**src/rtl/pipelined_cla_subtractor.sv**
```systemverilog
// Pipelined two's-complement subtractor: diff = a - b - bin, computed as
// a + ~b + ~bin with one ripple-within-group CLA group resolved per stage
// and the group carry registered between stages.
//
// Ports:
//   clk, rst          rising-edge clock, asynchronous active-high reset
//   in_valid/in_ready operand beat handshake (a, b, bin)
//   out_valid/out_ready result handshake (diff, bout, ovf)
//   diff              a - b - bin modulo 2^DATA_WIDTH (or saturated)
//   bout              borrow-out, 1 when unsigned a < b + bin
//   ovf               signed overflow of the raw difference
//
// Build option: define CLA_SUB_SATURATE_EN to clamp diff to the signed
// limits on overflow; otherwise diff wraps.
//
// Pipeline: an operand capture rank followed by NUM_GROUPS compute stages,
// the last of which is the output register, so a beat accepted on edge t
// is presented after edge t+NUM_GROUPS. The whole pipe stalls together.
module pipelined_cla_subtractor #(
    parameter int unsigned DATA_WIDTH = 32,
    parameter int unsigned GROUP_SIZE = 4
) (
    input  logic                  clk,
    input  logic                  rst,
    input  logic                  in_valid,
    output logic                  in_ready,
    input  logic [DATA_WIDTH-1:0] a,
    input  logic [DATA_WIDTH-1:0] b,
    input  logic                  bin,
    output logic                  out_valid,
    input  logic                  out_ready,
    output logic [DATA_WIDTH-1:0] diff,
    output logic                  bout,
    output logic                  ovf
);

    localparam int unsigned NUM_GROUPS = (DATA_WIDTH + GROUP_SIZE - 1) / GROUP_SIZE;
    localparam int unsigned LAST_W     = DATA_WIDTH - (NUM_GROUPS - 1) * GROUP_SIZE;

    logic advance;

    // Global stall: everything moves only when the output slot can be filled.
    assign in_ready = !out_valid || out_ready;
    assign advance  = in_ready;

    // Operand capture rank: a, inverted subtrahend, inverted borrow as carry-in.
    logic [DATA_WIDTH-1:0] a_q;
    logic [DATA_WIDTH-1:0] nb_q;
    logic                  c0_q;
    logic                  v0_q;

    always_ff @(posedge clk or posedge rst) begin
        if (rst) begin
            a_q  <= '0;
            nb_q <= '0;
            c0_q <= 1'b0;
            v0_q <= 1'b0;
        end else if (advance) begin
            a_q  <= a;
            nb_q <= ~b;
            c0_q <= !bin;
            v0_q <= in_valid;
        end
    end

    for (genvar k = 0; k < int'(NUM_GROUPS); k++) begin : g_stage
        localparam bit          IS_LAST = (k == int'(NUM_GROUPS) - 1);
        localparam int unsigned LO      = k * GROUP_SIZE;
        localparam int unsigned GW      = IS_LAST ? LAST_W : GROUP_SIZE;
        localparam int unsigned REM_IN  = DATA_WIDTH - LO;

        // work_in holds resolved diff bits below LO and raw a bits from LO up;
        // nb_in holds only the still-unresolved ~b bits starting at LO.
        logic [DATA_WIDTH-1:0] work_in;
        logic [REM_IN-1:0]     nb_in;
        logic                  c_in;
        logic                  v_in;
        logic [GW-1:0]         grp_sum;
        logic                  c_out;
        logic [DATA_WIDTH-1:0] work_nxt;

        if (k == 0) begin : g_src
            assign work_in = a_q;
            assign nb_in   = nb_q;
            assign c_in    = c0_q;
            assign v_in    = v0_q;
        end else begin : g_src
            assign work_in = g_stage[k-1].g_reg.work_q;
            assign nb_in   = g_stage[k-1].g_reg.nb_q;
            assign c_in    = g_stage[k-1].g_reg.c_q;
            assign v_in    = g_stage[k-1].g_reg.v_q;
        end

        // Resolve this group: ripple generate/propagate within the group.
        always_comb begin : p_group
            logic c;
            c       = c_in;
            grp_sum = '0;
            for (int i = 0; i < int'(GW); i++) begin
                grp_sum[i] = work_in[LO + i] ^ nb_in[i] ^ c;
                c = (work_in[LO + i] & nb_in[i]) | ((work_in[LO + i] ^ nb_in[i]) & c);
            end
            c_out    = c;
            work_nxt = work_in;
            work_nxt[LO +: GW] = grp_sum;
        end

        if (!IS_LAST) begin : g_reg
            localparam int unsigned REM_OUT = REM_IN - GW;

            logic [DATA_WIDTH-1:0] work_q;
            logic [REM_OUT-1:0]    nb_q;
            logic                  c_q;
            logic                  v_q;

            // Inter-stage register; consumed ~b bits are dropped.
            always_ff @(posedge clk or posedge rst) begin
                if (rst) begin
                    work_q <= '0;
                    nb_q   <= '0;
                    c_q    <= 1'b0;
                    v_q    <= 1'b0;
                end else if (advance) begin
                    work_q <= work_nxt;
                    nb_q   <= nb_in[REM_IN-1:GW];
                    c_q    <= c_out;
                    v_q    <= v_in;
                end
            end
        end else begin : g_out
            logic                  a_sign;
            logic                  b_sign;
            logic                  ovf_c;
            logic [DATA_WIDTH-1:0] res_c;

            // Overflow detect and optional saturation on the final group.
            always_comb begin
                a_sign = work_in[DATA_WIDTH-1];
                b_sign = !nb_in[GW-1];
                ovf_c  = (a_sign != b_sign) && (work_nxt[DATA_WIDTH-1] != a_sign);
                res_c  = work_nxt;
`ifdef CLA_SUB_SATURATE_EN
                if (ovf_c) begin
                    res_c = a_sign ? {1'b1, {(DATA_WIDTH-1){1'b0}}}
                                   : {1'b0, {(DATA_WIDTH-1){1'b1}}};
                end
`endif
            end

            // Output register; data only loads on a valid beat so idle
            // outputs keep their reset value until the first result.
            always_ff @(posedge clk or posedge rst) begin
                if (rst) begin
                    out_valid <= 1'b0;
                    diff      <= '0;
                    bout      <= 1'b0;
                    ovf       <= 1'b0;
                end else if (advance) begin
                    out_valid <= v_in;
                    if (v_in) begin
                        diff <= res_c;
                        bout <= !c_out;
                        ovf  <= ovf_c;
                    end
                end
            end
        end
    end

endmodule
```
**config.mk**
```make
export PLATFORM = sky130hd
export DESIGN_NAME = pipelined_cla_subtractor
export DESIGN_NICKNAME = d
export VERILOG_FILES = /design/src/rtl/pipelined_cla_subtractor.sv
export SDC_FILE = /design/constraint.sdc
export NUM_CORES = 1
export LEC_CHECK = 0
export CORE_ASPECT_RATIO = 0.9
export CORE_UTILIZATION = 50
export CTS_CLUSTER_DIAMETER = 120
export CTS_CLUSTER_SIZE = 10
export DETAILED_ROUTE_END_ITERATION = 8
export PLACE_DENSITY = 0.7
export SYNTH_ARGS = -nofsm -noshare
export SYNTH_HDL_FRONTEND = slang
export SYNTH_SLANG_ARGS = --single-unit
```
**constraint.sdc**
```tcl
create_clock -name clk -period 13.6 [get_ports clk]
set_clock_uncertainty 0.05 [all_clocks]
set_input_delay 1.36 -clock clk [delete_from_list [all_inputs] [get_ports clk]]
set_output_delay 1.36 -clock clk [all_outputs]
set_load 0.02 [all_outputs]
```
After elaboration in Yosys (flattened, before gate mapping)
Index checks and enable logic that the tools add are counted.
{ "totals": {"reg_bits": 451, "input_bits": 69, "output_inout_bits": 36, "elab_cells": 206} }
{ "op_classes": {"eq_ne": 2, "n_bitwise": 161, "reduce_logical": 7} }
{ "op_table": {"columns": ["operator", "count"], "rows": [
  ["$and 1x1->1", 64],
  ["$xor 1x1->1", 64],
  ["$not 32->32", 1],
  ["$or 1x1->1", 32],
  ["$logic_not 1->1", 4],
  ["$ne 1x1->1", 2],
  ["$reduce_and 2->1", 1],
  ["$logic_and 1x1->1", 1],
  ["$logic_or 1x1->1", 1]
]} }

Longest topological paths before layout
{ "depth": {"ltp_word": 10, "depth_mapped": 9, "ltp_nobuf": 9} }

Worst setup path before layout
No wires, ideal clock.
{ "synth_path": {"kind": "input -> output", "from": "in out_ready", "to": "out in_ready", "arrival_ns": 2.025, "required_ns": 12.190, "path_slack_ns": 10.165, "cell_stages": 5, "n_path_buf": 4, "cell_sequence": "nand2b_1 -> buf_6 -> buf_6 -> buf_6 -> buf_6"} }
{ "synth_via": {"elab_chain_len": 1} }
{ "synth_lines": {"columns": ["element", "line_no", "source"], "rows": [
  ["start, declared", "31", "input logic out_ready,"],
  ["$logic_or 1x1->1", "43", "assign in_ready = !out_valid || out_ready;"],
  ["end, declared", "26", "output logic in_ready,"]
]} }
Every way passes these cells.

Worst setup path in the final report
Ends and elaborated chain as after synthesis.

==> results.md <==
- Status: finished, final reports clean
- Number of global-route vias before repair: 8,993
- Routed vias: about 8,600
- Worst-Margin Slew: 1.07 ns
- WL per Instance: 16.0 um
- Sw Pwr: 0.00152 W
- Final WL: 27,500 um
- Worst IR Drop VDD: 0.117 mV
- Die span in y: around 190 um
- Arr. time, crit path: 3.18 ns
- Pre-CTS setup slack: approximately 8.8 ns
- H-tree level count: 2
- CTS buffer count: 51
- Largest net degree at the start of global routing: 184
- Synth Area in XOR/XNOR: 0.0468%
- Rows: 66
- Fin. max-slew vios: 0
- Net Count, Synth: 1,238
- Dpl cells: 1,664
- Post-synth ARST share: 100%
- Largest family of logic cells by synthesized area: multiplexers
- Clock Path Buffers: 3
- Hpwl dp: 16,800 um
- Top cell type's share of synthesized area: 60.3%
- Pre-antenna DRT Iters: 5
- Clk pwr share: about a fifth
- Syn. warnings: 0
- Critical path class: input pin to primary output
- Initial antenna violation count: 0
- Area of the multi-input gates: 6670 um2
- Worst relative slew slack: 28.7%
- Total grt overflow: 0
- Switching share of power: ~28%
- Vias/cell: 4.98
- Die width: 206 um
- Synth Area in Adders: under 10%
- P per Cell Area: 254 nW/um2
- Hold_buf cts: 0
- Root Buffer: clkbuf_16
- Nets: 1,343
- Seq cells post-synth: roughly 450
- CTS Sinks: between 400 and 500
- Yosys top cell by area: dfrtp_1
- Setup ws final: 9.01 ns
- Worst Hold Class: register to register
- Port bufs: approximately 100
- Post-CTS sizing: 0
- Leak: 10.0 nW
- Seq. cell area: 11,300 um2
- Gate Count Post-Synth: 1,136
- CTS tree: done
- First-pass GRT wire length: 47,100 um
- Fin crit share: 33.8%
- Remaining DRCs: 0
- Setup TNS: 0 ns
- F_max: 218 MHz
- Count of nets left with antenna violations after detail routing: 0
- Total power: 0.00540 W
- Internal power: 0.00388 W
- Post-synth EDFFs: 0
- Share of layout cells above drive strength 1: 34.7%
- Total die area: approximately 38,000 um2
- Fillcell total: 2,871
- Area grow syn2layout: 13.5%
- Top_reg_cell synth: dfrtp_1
- Io pins: roughly 110
- Post-CTS setup buffer count: 0
- Mapped cell area: 18,700 um2
- Max Cap Viol: 0
- Gate power share: 34.5%
- Avg Cell Area, Syn: 16.5 um2
- ANT cells: 0
- Util after Layout: 58.2%
- Core area: 36,500 um2
- Max FO, Critical Path: 36
- Unrepaired setup endpoints after global routing: false
- R2R cell count: 4
- Mux contribution to synthesized area: 28.0%
- Hold Startpoint: g_stage[0].nb_in[4]
- Flop pwr share: 44.1%
- Post-Synth Simple-Gate Area: under 10%
- Final setup viols: 0
- Endpoints failing hold: 0
- Seq/Total Area, Yosys: 60.3%
- Synth Area in Compound Gates: 2.29%
- Gpl congestion: 0.735
- Top post-synthesis cells by area: dfrtp_1 (60%), mux2_4 (24%), mux2_2 (4.2%), fa_1 (3.4%), buf_6 (2.5%)
- RR Endpoint: g_stage[0].g_reg.work_q[27]
- Post-layout minimum cycle time: 4.59 ns
- Worst setup SP type: input pin
- Drt initial violations: 480
- Starting density of the core: 51.3%
- Clock-pin slew on the worst setup and hold paths: around 0.050 ns
- CP required: between 10 and 15 ns
- Final non-filler cell total: 1,719
- FF-to-FF Start: out_valid
- CP Capture Type: primary output
- Clk Latency, worst-skew pair: 0.55 ns
- GRT Resource Usage Total: 15.4%
- Hold Path Sink: g_stage[0].g_reg.nb_q[0]
- Yosys cell types: 20
- Hold path cells: 2
- Reg2Reg Setup Slack: 10.19 ns
-- layout by cell type, fill, tap and decap left out, drive strengths merged --
master         instances
buf                    7
a31oi                  1
fa                    32
clkinvlp               1
a21oi                 55
nor2                  55
dfrtp                451
nand2                 29
mux2                 366
clkdlybuf4s50        104
o21ai                 28
xnor2                  1
ha                     1
clkbuf                54
inv                   55
mux2i                  1
nand2b                 2
-- state kept, by name, summed over array words and instances, names as in the netlist --
signal / count
g_stage.g_reg.work_q: 224
g_stage.g_reg.nb_q: 112
a_q: 32
diff: 32
g_stage.nb_in: 32
g_stage.g_reg.c_q: 7
g_stage.g_reg.v_q: 7
bout: 1
c0_q: 1
g_stage.v_in: 1
out_valid: 1
ovf: 1
-- synthesized netlist by cell type, types with 8 or more instances --
cell	count
dfrtp_1	451
mux2_4	297
mux2_2	69
a21oi_1	55
inv_1	55
nor2_1	55
buf_6	41
fa_1	32
nand2_1	28
o21ai_0	20
clkbuf_1	8
o21ai_1	8
-- critical path, cell delays in order --
cell             delay (ns)
clkdlybuf4s50_1        0.47
nand2b_4               0.56
clkdlybuf4s50_1        0.76
-- power groups by stage --
stage          Sequential [W]  Combinational (W)  Clock, W
2_1_floorplan         0.00233            0.00154         0
5_1_grt               0.00247            0.00205   0.00125
3_5_place_dp          0.00241            0.00188         0
4_1_cts               0.00240            0.00189   0.00120
6_report              0.00238            0.00187   0.00115
3_3_place_gp          0.00239            0.00183         0
-- cell type report --
cell class                 instances  share of cell area [%]
sequential                       451                    53.1
tap                              476                    2.80
inverter                          55                   0.989
clock buffer                      54                    6.26
multi-input combinational        571                    31.4
timing repair buffer             111                    5.38
clock inverter                     1                  0.0412
-- how the worst max path moves through the flow --
stage / from / end / slack, ns / cells past startpoint
floorplan: rst / a_q[0] / 6.09 / 1
global placement: out_ready / g_stage[0].g_reg.work_q[26] / 8.85 / 5
detailed placement: out_ready / g_stage[0].g_reg.work_q[25] / 8.80 / 5
CTS: out_ready / in_ready / 8.98 / 3
global route: out_ready / in_ready / 8.92 / 3
finish: out_ready / in_ready / 9.01 / 3
-- logic make-up (layout without fill, tap and decap cells) --
logic type / count (synthesis) / in the layout
xor gates and xnor gates: 1 / 1
buffers and inverters: 114 / 221
muxes: 367 / 367
and+or+nand+nor: 86 / 86
AOI/OAI and AO/OA: 84 / 84
DFF: 451 / 451
adders and majority gates: 33 / 33
-- stage by stage --
step           hold WS (ns)  area (um2)
2_1_floorplan         0.396       18700
3_3_place_gp          0.419       19900
3_5_place_dp          0.419       19900
4_1_cts               0.436       21200
5_1_grt               0.461       21200
6_report              0.437       21200
-- routing by layer --
layer,global-route usage [%],up-vias,routed length (um)
met5,0,-,0
met4,4.71,0,568
met3,2.96,53,981
met2,21.8,114,11800
met1,23.8,4334,14200
li1,-,4052,-
Note: power is estimated with default switching activity, not from simulation.
